File: src/rtl/hazard_scoreboard.sv
// Countdown-scoreboard hazard unit: per-register result countdowns decide stall,
// forward tap or register-file read at issue, and guard WAW order and the single write port.
module hazard_scoreboard #(
  parameter int unsigned NREG      = 32,
  parameter int unsigned RAW       = 5,
  parameter int unsigned MAX_LAT   = 8,
  parameter int unsigned FWD_DEPTH = 2
) (
  input  logic                               clk,
  input  logic                               reset,
  input  logic                               id_valid,
  input  logic                               id_flush,
  input  logic                               pipe_hold,
  input  logic [RAW-1:0]                     id_rs,
  input  logic                               id_rs_used,
  input  logic [RAW-1:0]                     id_rt,
  input  logic                               id_rt_used,
  input  logic                               id_wr_en,
  input  logic [RAW-1:0]                     id_wr_reg,
  input  logic [$clog2(MAX_LAT+1)-1:0]       id_wr_lat,
  output logic                               stall,
  output logic                               issue,
  output logic [$clog2(FWD_DEPTH+1)-1:0]     fwd_rs_sel,
  output logic [$clog2(FWD_DEPTH+1)-1:0]     fwd_rt_sel
);

  localparam int unsigned CW    = $clog2(MAX_LAT + FWD_DEPTH + 2);
  localparam int unsigned LW    = $clog2(MAX_LAT + 1);
  localparam int unsigned SW    = $clog2(FWD_DEPTH + 1);
  localparam int unsigned NSLOT = MAX_LAT + FWD_DEPTH + 1;

  localparam logic [CW-1:0] C_ONE  = CW'(1);
  localparam logic [CW-1:0] C_FWD  = CW'(FWD_DEPTH);
  localparam logic [CW-1:0] C_FWD1 = CW'(FWD_DEPTH + 1);
  localparam logic [CW-1:0] C_FWD2 = CW'(FWD_DEPTH + 2);
  localparam logic [CW-1:0] C_MAX  = CW'(MAX_LAT);
  localparam logic [LW-1:0] L_MAX  = LW'(MAX_LAT);

  logic [CW-1:0]    cnt_q [NREG];
  logic [CW-1:0]    cnt_d [NREG];
  logic [NSLOT:1]   slot_q;
  logic [NSLOT:1]   slot_d;

  logic [CW-1:0]    lat_c;
  logic [CW-1:0]    tgt_c;
  logic [CW-1:0]    rs_cnt;
  logic [CW-1:0]    rt_cnt;
  logic [CW-1:0]    wr_cnt;
  logic             wr_act;
  logic             rs_haz;
  logic             rt_haz;
  logic             waw_haz;
  logic             str_haz;
  logic             live;

  // cnt in 2..FWD_DEPTH+1 maps to a forward tap; 0/1 means the register file already holds it.
  function automatic logic [SW-1:0] sel_of(input logic [CW-1:0] c);
    if (c <= C_ONE || c > C_FWD1) return '0;
    return SW'(C_FWD2 - c);
  endfunction

  always_comb begin
    lat_c = CW'(id_wr_lat);
    if (id_wr_lat == '0)        lat_c = C_ONE;
    else if (id_wr_lat > L_MAX) lat_c = C_MAX;
    tgt_c   = lat_c + C_FWD;
    wr_act  = id_wr_en && (id_wr_reg != '0);
    rs_cnt  = cnt_q[id_rs];
    rt_cnt  = cnt_q[id_rt];
    wr_cnt  = cnt_q[id_wr_reg];
    rs_haz  = id_rs_used && (id_rs != '0) && (rs_cnt > C_FWD1);
    rt_haz  = id_rt_used && (id_rt != '0) && (rt_cnt > C_FWD1);
    waw_haz = wr_act && (wr_cnt > tgt_c + C_ONE);
    str_haz = wr_act && slot_q[tgt_c + C_ONE];
    // Reset gates the outputs so they read as idle while state is being cleared.
    live    = id_valid && !id_flush && !reset;
    stall   = live && (rs_haz || rt_haz || waw_haz || str_haz);
    issue   = live && !(rs_haz || rt_haz || waw_haz || str_haz) && !pipe_hold;
    fwd_rs_sel = sel_of(rs_cnt);
    fwd_rt_sel = sel_of(rt_cnt);
  end

  always_comb begin
    cnt_d  = cnt_q;
    slot_d = slot_q;
    if (!pipe_hold) begin
      for (int unsigned r = 1; r < NREG; r++) begin
        if (cnt_q[r] != '0) cnt_d[r] = cnt_q[r] - C_ONE;
      end
      slot_d = {1'b0, slot_q[NSLOT:2]};
      if (issue && wr_act) begin
        cnt_d[id_wr_reg] = tgt_c;
        slot_d[tgt_c]    = 1'b1;
      end
    end
    cnt_d[0] = '0;
  end

  always_ff @(posedge clk or posedge reset) begin
    if (reset) begin
      cnt_q  <= '{default: '0};
      slot_q <= '0;
    end else begin
      cnt_q  <= cnt_d;
      slot_q <= slot_d;
    end
  end

endmodule

File: config.mk
export PLATFORM = sky130hd
export DESIGN_NAME = hazard_scoreboard
export DESIGN_NICKNAME = d
export VERILOG_FILES = /design/src/rtl/hazard_scoreboard.sv
export SDC_FILE = /design/constraint.sdc
export NUM_CORES = 1
export LEC_CHECK = 0
export BUFFER_PORTS_ARGS = -buffer_cell sky130_fd_sc_hd__buf_2
export CAP_MARGIN = 20
export CORE_MARGIN = 2
export CORE_UTILIZATION = 40
export DETAILED_ROUTE_END_ITERATION = 8
export HOLD_SLACK_MARGIN = 0.1
export PLACE_DENSITY = 0.54
export RECOVER_POWER = 50
export SYNTH_ARGS = -nofsm -noshare
export SYNTH_HDL_FRONTEND = slang
export SYNTH_SLANG_ARGS = --single-unit
File: constraint.sdc
create_clock -name clk -period 4.3 [get_ports clk]
set_input_delay 0.215 -clock clk [delete_from_list [all_inputs] [get_ports clk]]
set_output_delay 0.215 -clock clk [all_outputs]
set_load 0.02 [all_outputs]
; ---- After elaboration in Yosys (flattened, before gate mapping)
; Index checks and enable logic that the tools add are counted.
[totals]
word_cells = 231
mem_count = 0
ramBits = 0
latch_bits = 0
register_bits = 135
inputBits = 27
rom_bits = 0
[op_classes]
magnitude_cmp = 13
multipliers = 0
eq_ne = 0
reduce_logical = 59
shift = 0
n_div = 0
add_sub_neg = 35
mux = 88
n_bitwise = 4
[op_table]
columns = cell, n
row1 = two-way mux 4 bit, 71
row2 = bitwise mux 128 bit, 1
row3 = two-way mux 124 bit, 1
row4 = nonzero test 4 bit, 31
row5 = subtractor 4 x 1 -> 4 bit (second input constant), 31
row6 = binary-select mux 4 bit (select 5 bit), 3
row7 = demux 4 bit (select 5 bit), 1
row8 = >= comparator 6 bit (second input constant), 3
row9 = inverter 5 -> 6 bit, 3
row10 = logical AND 1 bit, 15
row11 = nonzero test 5 bit, 3
row12 = two-way mux 11 bit, 1
row13 = OR 10 x 11 -> 11 bit, 1
row14 = less-than comparator 4 x 5 -> 1 bit (second input constant), 2
row15 = greater-than comparator 4 x 2 -> 1 bit (second input constant), 2
row16 = <= comparator 4 x 1 -> 1 bit (second input constant), 2
row17 = two-way mux 2 bit, 4
row18 = less-than comparator 6 x 1 -> 1 bit (second input constant), 1
row19 = logical OR 1 bit, 5
row20 = adder 4 x 1 -> 4 bit (second input constant), 1
row21 = adder 4 x 2 -> 4 bit (second input constant), 1
row22 = binary-select mux 1 bit (select 4 bit), 1
row23 = demux 1 bit (select 4 bit), 1
row24 = >= comparator 4 x 1 -> 1 bit (second input constant), 1
row25 = 6 further kinds, 13

; ---- Longest topological paths before layout
; Gate-level depths: netlist of the first run.
[logic_depth]
depth_word = 14
ltp_mapped = 19
ltp_nobuf = 15

; ---- Least setup slack after synthesis of the first run
; No wires, ideal clock.
[synth_timing]
kind = input to output
from = in id_wr_reg[0]
to = out stall
t_required_ps = 4085
path_buffers = 4
arrival_time_ps = 4596
path_stages = 15
setup_slack_ps = -511
cell_sequence = buf_2 -> buf_1 -> buf_1 -> mux4_2 -> a22oi_1 -> nand4_1 -> ha_1 -> nor2b_1 -> o21ai_0 -> nand2b_1 -> a21oi_1 -> o221ai_1 -> buf_4 -> a211oi_1 -> nor4b_1
[synth_via]
elab_chain_cells = 9
[synth_rtl]
columns = item, line_no
row1 = from (decl), 19  ; input logic [RAW-1:0] id_wr_reg,
row2 = inverter 5 -> 6 bit (implied by the code), 70  ; wr_cnt = cnt_q[id_wr_reg];
row3 = binary-select mux 4 bit (select 5 bit), 70
row4 = two-way mux 4 bit (implied by the code) (2 in a row), 70
row5 = greater-than comparator 4 bit, 73  ; waw_haz = wr_act && (wr_cnt > tgt_c + C_ONE);
row6 = logical AND 1 bit, 73
row7 = logical OR 1 bit, 77  ; stall = live && (rs_haz || rt_haz || waw_haz || str_haz);
row8 = logical OR 1 bit (*), 77
row9 = logical AND 1 bit (*), 77
row10 = to (decl), 21  ; output logic stall,
; Every way passes the cells marked *; elsewhere a longest branch is shown, timed or not. The select of a mux whose other input is x is not followed.

; ---- Worst setup path after layout of the first run
[layout_timing]
from = reg cnt_q[49] in the netlist's numbering
to = out issue
[layout_via]
elab_chain_cells = 11
[layout_rtl]
columns = item, line_no
row1 = from (decl), 39  ; logic [CW-1:0] cnt_q [NREG];
row2 = from (signal assigned), 104  ; cnt_q <= cnt_d;
row3 = "binary-select mux 4 bit (select 5 bit), on equally long branches", "68, 69"
row4 = "two-way mux 4 bit, on equally long branches (2 in a row)", "68, 69"
row5 = "greater-than comparator 4 x 2 -> 1 bit, on equally long branches", "71, 72"
row6 = "logical AND 1 bit, on equally long branches", "71, 72"
row7 = logical OR 1 bit, 78  ; issue = live && !(rs_haz || rt_haz || waw_haz || str_haz) && !pipe_hold;
row8 = logical OR 1 bit (*) (2 in a row), 78
row9 = zero test 1 bit (*), 78
row10 = logical AND 1 bit (*) (2 in a row), 78
row11 = to (decl), 22  ; output logic issue,
; Marked as above.

==> metrics, run 1 <==
run status complete, but fails checks; failing checks capacitance limit, slew limit; Leakage 0.00502 uW; Slew Viols, Final 115; GP Congestion 0.920; fin nets 1387; Cell Pwr Density 462 mW/mm2; footprint of the multi-input gates 0.00846 mm2; Power Total 6370 uW; sw power 2590 uW; die width 181 um; Post-route DRC 0; worst rel slew slack -32.6%; Fin Hold WS 0.152 ns; Post-synth ARST share 100%; met3 global-route usage 5.58%; DRT Pass-1 Iters 7; HPWL Detailed 28400 um; critical-path cell list mux4_2 > a22oi_1 > nand4_1 > ha_1 > nor2b_1 > o21ai_0 > nand2b_1 > a21oi_1 > o221ai_4 > buf_4 > a211oi_4 > nor2b_1 > buf_2; kind of critical path flop to primary output; Layout area overhead 10.4%; average wire per standard cell 23.6 um; Die Area 0.0326 mm2; initial antenna violation count 3; Fmax 0.248 GHz; Worst path top cell family by delay compound AO/OA/AOI/OAI gates; clock tree sinks 135; clock buffer depth 2; crit path time final 4.03 ns; Layout Skew 0.0101 ns; global routing's busiest layer met2; most used cell, CP nor2b_1; Final ANT Viol Nets 0; Avg Inst Size Synth 9.49 um2; Die H 181 um; Synth Instances 1316; Net Sw Frac 40.6%; first-pass GRT wire length 63800 um; CTS H-tree lvls 4; CP Launch Type flop; slowest cell on the critical path mux4_2; Hold Vio Cnt, Final 0; register area 0.00338 mm2; I/O pins 33; Bufs and invs on worst path 2; WL final 40700 um; CTS tree yes; initial DRC count 1127; internal power 3790 uW; Initial Util 40.7%; Peak supply drop 343 uV; Logic pwr share 38.1%; Fin Setup TNS 0 ns; fillers 2949; via count 11400; gr ovfl total 0; Post-Syn Nets 1388; power share of the clock group 25.6%; M2 GR Usage 38.0%; Seq cells post-synth 135; met1 usage 35.3%; Final period util 93.6%; # port buffers 32; maxcap violations 2; layout cells sized above 1 16.9%; Cell Area, Synth 0.0125 mm2; Final WS setup 0.275 ns; clk_lat worst skew 0.46 ns; overall global routing resource usage 25.2%; EDFF count, synth 0; Seq pwr share 36.3%; CTS Buf Count 17; core area 0.0307 mm2; number of global-route vias before repair 10500; Setup violations, final 0; dpl ws 0.335 ns; CTS root buf clkbuf_16; post-synthesis sequential area ratio 27.1%; via/cell ratio 6.61; unrepaired setup endpoints after global routing false; dominant synthesized flop cell dfrtp_1; hold crit path type input port to flop; post-synth cell types 72; Core Rows 64; Crit Path Max Fanout 10; largest net degree at the start of global routing 98; CP endpoint kind primary output; warnings from Yosys 0; Least-Margin Pin Slew 1.99 ns; CP required 4.09 ns; register clock-pin slew on the reported worst setup and hold paths 0.07 ns; crit-path max cell delay 0.49 ns; Worst Path Arrival 3.81 ns
-- registers in the layout, summed over array words and instances, names as in the netlist --
| register | flops |
|---|---|
| slot_q | 11 |
| cnt_q | 124 |
-- worst register-to-register path, cell delays in order (launching register included) --
cell and delay (ns):
dfrtp_1 0.46, mux4_2 0.49, a22oi_1 0.25, nand4_1 0.13, ha_1 0.31, nor2b_1 0.13, o21ai_0 0.14, nand2b_1 0.07
a21oi_1 0.26, o221ai_4 0.20, buf_12 0.24, nor4_4 0.51, a21oi_1 0.08, a221o_1 0.27
-- layout make-up --
cell class | instances | area share [%]
repair buffers | 72 | 3.68
flip-flops and latches | 135 | 24.5
inverters | 83 | 2.29
multi-input cells | 1006 | 61.4
clock inverters | 15 | 1.47
diodes | 1 | 0.0182
well taps | 396 | 3.59
clock buffers | 17 | 3.09
-- repair_timing --
action,CTS,global route
buffers inserted,0,0
gates resized for setup,0,2
endpoints found under the hold margin,85,0
hold buffers,1,0
endpoints found under the setup margin,0,2
-- logic make-up (layout without fill, tap and decap cells) --
kind of cell,Yosys count,in the layout,synth area share (%)
and+or+nand+nor,534,534,29.3
AOI/OAI and AO/OA,339,339,19.2
buffers and inverters,175,187,5.82
DFF,135,135,27.1
muxes,85,85,13.9
adders and majority gates,45,45,4.51
xor gates and xnor gates,3,3,0.210
other,0,1,0
-- synth_stat cells (11+ instances only) --
| master | n | area (um2) |
|---|---|---|
| inv_1 | 82 | 308 |
| a211oi_1 | 39 | 293 |
| or3_1 | 32 | 200 |
| nor2b_1 | 14 | 87.6 |
| nor4_4 | 28 | 596 |
| o21ai_0 | 15 | 75.1 |
| dfrtp_1 | 135 | 3380 |
| mux4_2 | 69 | 1550 |
| a221o_1 | 61 | 611 |
| buf_2 | 11 | 55.1 |
| nor2_1 | 47 | 176 |
| clkbuf_1 | 61 | 229 |
| ha_1 | 45 | 563 |
| a21oi_1 | 136 | 681 |
| a22oi_1 | 14 | 105 |
| nand3b_1 | 60 | 450 |
| or4_1 | 31 | 233 |
| or4bb_1 | 28 | 315 |
| nand3_1 | 94 | 470 |
| nand2_1 | 74 | 278 |
| nand2b_1 | 40 | 250 |
| nor3_1 | 12 | 60.1 |
| a221oi_1 | 32 | 280 |
| and2_1 | 31 | 194 |
-- power by group through the flow --
stage	Clock [uW]	Combinational (uW)	Sequential [uW]
after floorplan	0	1930	2020
after global placement	0	2360	2310
after detailed placement	0	2410	2310
after CTS	1660	2420	2290
after global routing	1720	2700	2370
final	1630	2430	2310
-- per-layer routing --
layer / vias to the layer above / share of wire (%)
li1: 5193 / -
met1: 5751 / 45
met2: 378 / 45
met3: 74 / 6.2
met4: 4 / 2.8
met5: - / 0.074
-- final timing paths --
kind | from | end | slack, ns | cells after the start
setup / recovery | cnt_q[49]$_DFFE_PP0N_ | issue | 0.27 | 13
hold / removal | id_wr_lat[3] | slot_q[10]$_DFFE_PP0N_ | 0.15 | 3
setup reg to reg | cnt_q[49]$_DFFE_PP0N_ | cnt_q[7]$_DFFE_PP0N_ | 0.63 | 13
hold reg to reg | slot_q[7]$_DFFE_PP0N_ | slot_q[7]$_DFFE_PP0N_ | 0.53 | 1
max in group asynchronous | reset | cnt_q[41]$_DFFE_PP0N_ | 1.11 | 4
min in group asynchronous | reset | cnt_q[99]$_DFFE_PP0N_ | 0.95 | 3
-- through the flow --
step                utilization (%)  std cells  instance area [um2]
floorplan                         -       1316                12500
detailed placement             42.9       1691                13200
global placement               42.9       1691                13200
CTS                            45.0       1724                13800
global route                   44.9       1724                13800
finish                         45.0       1725                13800
-- cell usage in the layout, fill, tap and decap left out, types with 33 or more instances in the layout --
| cell type | count |
|---|---|
| a211oi_1 | 38 |
| a21oi_1 | 136 |
| a221o_1 | 60 |
| buf_4 | 33 |
| dfrtp_1 | 135 |
| ha_1 | 45 |
| inv_1 | 81 |
| mux4_2 | 69 |
| nand2_1 | 74 |
| nand2b_1 | 40 |
| nand3_1 | 94 |
| nand3b_1 | 60 |
| nor2_1 | 43 |
Note: power is estimated with default switching activity, not from simulation.
==> inputs of run 2 (changes only) <==
PLACE_DENSITY = 0.52   (was 0.54)
clock period = 3.9 ns   (was 4.3 ns; I/O delays follow)
==> run 2 against run 1 <==
Net effect: the run still ends with capacitance limit, slew limit left; count of clock-buffer cells in the layout up 6; via count increased by 2.0%; power increased by 14%; worst setup slack lost 0.14 ns; clock skew about the same; sequential share of layout area fell by 0.73 points; global-route usage rose by 1.1 points; cell count up 2.6%; clock power rose by 9.8%; design area up 3.2%; sequential cell count unchanged; first-iteration DRC count rose by 8.6%; largest power group unchanged.
==> metrics, run 2 (synthesized netlist as in run 1, its figures left out) <==
Core Rows 64 (unchanged); hold crit path type input port to flop (unchanged); kind of critical path flop to primary output (unchanged); WL final 42900 um (was 40700 um); RR Endpoint cnt_q[87]$_DFFE_PP0N_ (was cnt_q[7]$_DFFE_PP0N_); CP required 3.70 ns (was 4.09 ns); CTS Buf Count 17 (unchanged); R2R Setup Slk 0.24 ns (was 0.63 ns); clock tree sinks 135 (unchanged); maxcap violations 2 (unchanged); CTS tree yes (unchanged); Fin Setup TNS 0 ns (unchanged); Final ANT Viol Nets 0 (unchanged); Biggest register cnt_q (unchanged); Least-Margin Pin Slew 1.96 ns (was 1.99 ns); I/O pins 33 (unchanged); unrepaired setup endpoints after global routing false (unchanged); average wire per standard cell 24.2 um (was 23.6 um); CP Launch Type flop (unchanged); register clock-pin slew on the reported worst setup and hold paths 0.07 ns (about the same); core area 0.0307 mm2 (unchanged); fillers 2882 (was 2949); Die Area 0.0326 mm2 (unchanged); Fmax 0.266 GHz; Worst Path Arrival 3.57 ns (was 3.81 ns); CP endpoint kind primary output (unchanged); worst r2r src cnt_q[17]$_DFFE_PP0N_ (was cnt_q[49]$_DFFE_PP0N_); commonest non-fill, non-tap cell in the layout a21oi_1 (unchanged); largest net degree at the start of global routing 125 (was 98); Leakage 0.00529 uW (was 0.00502 uW); Setup violations, final 0 (unchanged); slowest cell on the critical path mux4_1 (was mux4_2); die width 181 um (unchanged); Slew Viols, Final 95 (was 115); CTS root buf clkbuf_16 (unchanged); Die H 181 um (unchanged); Crit Path Max Fanout 11 (was 10); crit-path max cell delay 0.56 ns (was 0.49 ns); HPWL Detailed 30500 um (was 28400 um); overall global routing resource usage 26.3% (was 25.2%); crit path capture stall (was issue); fin nets 1432 (was 1387); clk_lat worst skew 0.45 ns (was 0.46 ns); Final period util 96.4%; Initial Util 40.7% (unchanged); first-pass GRT wire length 66200 um (was 63800 um); r2r worst-path depth 14 (was 13); Layout Skew 0.0103 ns (was 0.0101 ns); initial DRC count 1224 (was 1127); Largest regs cnt_q x124, slot_q x11 (unchanged); # port buffers 32 (unchanged); clock buffer depth 2 (unchanged); Cell Pwr Density 509 mW/mm2 (was 462 mW/mm2); Post-route DRC 0 (unchanged); Layout area overhead 13.9% (was 10.4%); gr ovfl total 0 (unchanged); GP Congestion 0.924 (was 0.920); Hold Vio Cnt, Final 0 (unchanged); Layout Utilization 46.4% (was 45.0%); register area 0.00338 mm2 (about the same); crit path time final 3.76 ns; CTS H-tree lvls 4 (unchanged); via count 11600 (was 11400); failing checks capacitance limit, slew limit (unchanged); initial antenna violation count 2 (was 3); run status complete, but fails checks (unchanged); Largest register FFs 124 (unchanged); worst rel slew slack -30.9% (was -32.6%); DRT Pass-1 Iters 5 (was 7); number of global-route vias before repair 10700 (was 10500); footprint of the multi-input gates 0.00848 mm2 (was 0.00846 mm2); via/cell ratio 6.57 (was 6.61); critical-path cell list nor2_1 > buf_4 > mux4_1 > a2bb2oi_1 > a2111oi_0 > a221o_4 > buf_12 > a211oi_4 > nor4b_2 > buf_2 (was mux4_2 > a22oi_1 > nand4_1 > ha_1 > nor2b_1 > o21ai_0 > nand2b_1 > a21oi_1 > o221ai_4 > buf_4 > a211oi_4 > nor2b_1 > buf_2); Peak supply drop 326 uV (was 343 uV); layout cells sized above 1 20.3% (was 16.9%); commonest non-fill, non-tap cells in the layout a21oi_1, dfrtp_1, nand3_1, inv_1, nand2_1 (unchanged); CP startpoint cnt_q[67]$_DFFE_PP0N_ (was cnt_q[49]$_DFFE_PP0N_)
## run 2: report_power, final
part	total (uW)	switching, uW	internal, uW
sequential	2480	670	1810
combinational	2960	1540	1420
clock	1790	694	1100
## run 2: what timing repair did
item / CTS / global route
setup buffers: 0 / 3
hold buffers: 1 / 0
setup endpoints to repair: 2 / 2
gates resized for setup: 2 / 6
pin swaps: 0 / 2
endpoints found under the hold margin: 80 / 0
## run 2: worst max-delay path, delay by kind of cell (launching register included)
family / cells / cell delay, ns
AO/OA/AOI/OAI: 4 / 1.21
buffers and inverters: 3 / 0.57
multiplexers: 1 / 0.56
flip-flops: 1 / 0.42
AND/OR/NAND/NOR: 2 / 0.35
## run 2: cell type report
type | count | area share, %
multi-input cells | 1006 | 59.6
flip-flops and latches | 135 | 23.8
repair buffers | 117 | 6.48
clock buffers | 23 | 3.57
well taps | 396 | 3.48
inverters | 83 | 2.22
clock inverters | 8 | 0.827
diodes | 1 | 0.0176
## run 2: worst min path at each step
stage / startpoint / endpoint / depth (start not counted)
2_1_floorplan: id_flush / stall / 1
3_3_place_gp: reset / cnt_q[76]$_DFFE_PP0N_ / 2
3_5_place_dp: reset / cnt_q[76]$_DFFE_PP0N_ / 2
4_1_cts: pipe_hold / cnt_q[121]$_DFFE_PP0N_ / 2
5_1_grt: pipe_hold / cnt_q[117]$_DFFE_PP0N_ / 2
6_report: id_wr_lat[3] / slot_q[10]$_DFFE_PP0N_ / 3
## run 2: stage by stage
stage          worst slack, ns  power [uW]  hold WS, ns  cells  cell area, um2
2_1_floorplan           0.0403        4350        0.443   1316           12500
3_3_place_gp             0.133        5340        0.431   1733           13600
3_5_place_dp            0.0856        5390        0.441   1733           13600
4_1_cts                 0.0117        7210        0.125   1765           14200
5_1_grt                0.00391        7670        0.154   1769           14200
6_report                 0.140        7240        0.157   1769           14200
## run 2: layer usage
layer / track usage [%] / part of all wire (%) / up-vias
met5: 0 / 0.026 / -
met4: 8.84 / 2.8 / 2
met3: 4.69 / 6.1 / 73
met2: 40.6 / 46 / 421
met1: 37.1 / 45 / 5851
li1: - / - / 5276
==> inputs of run 3 (changes only) <==
ABC_AREA = 1   (was not set)
==> run 3 against run 2 <==
Net effect: the run still ends with capacitance limit, slew limit left; die area is 9.4% higher; combinational power rose by 140%; non-clock buffer count grew 9; synthesized area grew 9.6%; design area rose by 9.0%; maximum frequency is 0.88% higher.
==> metrics, run 3 <==
clock tree sinks 135 (unchanged); post-synthesis sequential area ratio 24.7% (was 27.1%); average wire per standard cell 20.9 um (was 24.2 um); EDFF count, synth 0 (unchanged); share of the synthesized area in the top cell type 24.7% (was 27.1%); DRT Pass-1 Iters 6 (was 5); Fmax 0.268 GHz (was 0.266 GHz); hold crit path type input port to flop (unchanged); # port buffers 32 (unchanged); Final period util 95.6% (was 96.4%); Final ANT Viol Nets 0 (unchanged); core area 0.0336 mm2 (was 0.0307 mm2); Largest register FFs 124 (unchanged); register clock-pin slew on the reported worst setup and hold paths 0.07 ns (about the same); r2r worst-path depth 19 (was 14); GP Congestion 1.01 (was 0.924); initial antenna violation count 2 (unchanged); Synth Instances 2297 (was 1316); most area-hungry cell type in the Yosys netlist dfrtp_1 (unchanged); via/cell ratio 5.87 (was 6.57); CTS tree yes (unchanged); hold endpoint cnt_q[11]$_DFFE_PP0N_ (was slot_q[10]$_DFFE_PP0N_); Cell Pwr Density 764 mW/mm2 (was 509 mW/mm2); Leakage 0.00779 uW (was 0.00529 uW); CTS root buf clkbuf_16 (unchanged); Core Rows 67 (was 64); Seq cells post-synth 135 (unchanged); worst hold start pipe_hold (was id_wr_lat[3]); CP Launch Type flop (unchanged); Final WS setup 0.173 ns (was 0.140 ns); post-synth cell types 42 (was 72); Largest regs cnt_q x124, slot_q x11 (unchanged); die width 189 um (was 181 um); Avg Inst Size Synth 5.96 um2 (was 9.49 um2); most frequent cells after synthesis nand2_1, o21ai_0, inv_1 (was a21oi_1, dfrtp_1, nand3_1); I/O pins 33 (unchanged); Layout Skew 0.00622 ns (was 0.0103 ns); unrepaired setup endpoints after global routing false (unchanged); worst hold path depth 3 (unchanged); overall global routing resource usage 32.8% (was 26.3%); via count 16300 (was 11600); clk_lat worst skew 0.46 ns (was 0.45 ns); Cell Area, Synth 0.0137 mm2 (was 0.0125 mm2); gr ovfl total 0 (unchanged); fillers 3587 (was 2882); largest cells by area after synthesis dfrtp_1, nand2_1, o21ai_0 (was dfrtp_1, mux4_2, a21oi_1); kind of critical path flop to primary output (unchanged); run status complete, but fails checks (unchanged); Die H 189 um (was 181 um); count leader, synth nand2_1 (was a21oi_1); Worst Path Arrival 3.53 ns (was 3.57 ns); Biggest register cnt_q (unchanged); warnings from Yosys 0 (unchanged); commonest non-fill, non-tap cell in the layout nand2_1 (was a21oi_1); dpl ws 0.180 ns (was 0.0856 ns); Die Area 0.0357 mm2 (was 0.0326 mm2); HPWL Detailed 39600 um (was 30500 um); register area 0.00339 mm2 (was 0.00338 mm2); first-pass GRT wire length 91000 um (was 66200 um); Least-Margin Pin Slew 2.07 ns (was 1.96 ns); layout cells sized above 1 8.86% (was 20.3%); Post-route DRC 0 (unchanged); Slew Viols, Final 37 (was 95); commonest non-fill, non-tap cells in the layout nand2_1, o21ai_0, inv_1, nand3_1, nor2_1 (was a21oi_1, dfrtp_1, nand3_1, inv_1, nand2_1); Peak supply drop 374 uV (was 326 uV); maxcap violations 1 (was 2); number of global-route vias before repair 15300 (was 10700); crit path time final 3.73 ns (was 3.76 ns); worst rel slew slack -37.8% (was -30.9%); Fin Setup TNS 0 ns (unchanged); CTS Buf Count 17 (unchanged); Post-synth ARST share 100% (unchanged); failing checks capacitance limit, slew limit (unchanged); RR Endpoint cnt_q[72]$_DFFE_PP0N_ (was cnt_q[87]$_DFFE_PP0N_); Crit Path Max Fanout 11 (unchanged); CP endpoint kind primary output (unchanged); CP required 3.70 ns (about the same); fin nets 2385 (was 1432); initial DRC count 1524 (was 1224); R2R Setup Slk 0.47 ns (was 0.24 ns); Layout area overhead 13.3% (was 13.9%); WL final 58100 um (was 42900 um); Hold Vio Cnt, Final 0 (unchanged); Initial Util 40.7% (about the same); worst r2r src cnt_q[45]$_DFFE_PP0N_ (was cnt_q[17]$_DFFE_PP0N_); CTS H-tree lvls 4 (unchanged); footprint of the multi-input gates 0.00889 mm2 (was 0.00848 mm2); clock buffer depth 2 (unchanged); largest net degree at the start of global routing 135 (was 125); Post-Syn Nets 2369 (was 1388); dominant synthesized flop cell dfrtp_1 (unchanged); Setup violations, final 0 (unchanged)
run 3: layout make-up:
type	instances	share of cell area, %
Antenna cell	2	0.0323
Clock buffer	20	3.01
Sequential cell	135	21.9
Inverter	255	6.25
Clock inverter	12	0.904
Tap cell	448	3.62
Timing Repair Buffer	126	6.99
Multi-Input combinational cell	1778	57.3
run 3: worst max path at each step:
stage / from / to / slack (ns) / depth (start not counted)
2_1_floorplan: reset / cnt_q[34]$_DFFE_PP0N_ / 0.37 / 9
3_3_place_gp: id_wr_reg[0] / stall / 0.18 / 21
3_5_place_dp: id_wr_reg[0] / stall / 0.18 / 21
4_1_cts: cnt_q[49]$_DFFE_PP0N_ / stall / 0.004 / 18
5_1_grt: cnt_q[93]$_DFFE_PP0N_ / stall / 0.02 / 18
6_report: cnt_q[45]$_DFFE_PP0N_ / stall / 0.17 / 17
run 3: where the power goes:
| group | switching [uW] | total (uW) | internal [uW] |
|---|---|---|---|
| clock network | 761 | 1760 | 1000 |
| logic | 4450 | 7070 | 2620 |
| registers | 975 | 3010 | 2030 |
run 3: what timing repair did:
item,CTS,global route
endpoints found under the setup margin,1,2
cloned,0,0
pin swaps,0,7
endpoints found under the hold margin,35,0
buffers inserted,0,12
hold buffers,2,0
gates resized for setup,4,38
run 3: critical path, cell delays in order (launching register included):
cell,delay (ns)
dfrtp_1,0.45
inv_1,0.14
o22ai_1,0.13
o21ai_2,0.20
nand2_1,0.10
or3_1,0.39
ha_1,0.30
inv_1,0.04
nor2_1,0.07
o21ai_0,0.09
a32oi_1,0.22
nor2_1,0.09
a21oi_2,0.21
nor2_4,0.06
buf_12,0.15
or2_2,0.26
inv_1,0.06
buf_4,0.13
run 3: metrics by stage:
step | area, um2 | total power [uW] | hold slack (ns) | cells | util (%)
floorplan | 13700 | 7800 | 0.352 | 2297 | -
global placement | 14700 | 9710 | 0.463 | 2729 | 43.9
detailed placement | 14700 | 9810 | 0.469 | 2729 | 43.9
CTS | 15400 | 11600 | 0.268 | 2763 | 45.7
global route | 15500 | 13100 | 0.295 | 2774 | 46.1
finish | 15500 | 11800 | 0.290 | 2776 | 46.1
run 3: logic make-up after synthesis:
kind of cell | count (synthesis) | synth area share (%)
flops | 135 | 24.7
simple gates | 1228 | 38.7
buf+inv | 384 | 10.7
compound gates | 466 | 19.3
xor+xnor | 39 | 2.50
fa+ha+maj | 45 | 4.12
run 3: routing by layer:
layer | track usage [%] | routed length (um)
met5 | 0 | 0
met4 | 13.4 | 2330
met3 | 5.67 | 4630
met2 | 51.7 | 26000
met1 | 44.2 | 25200
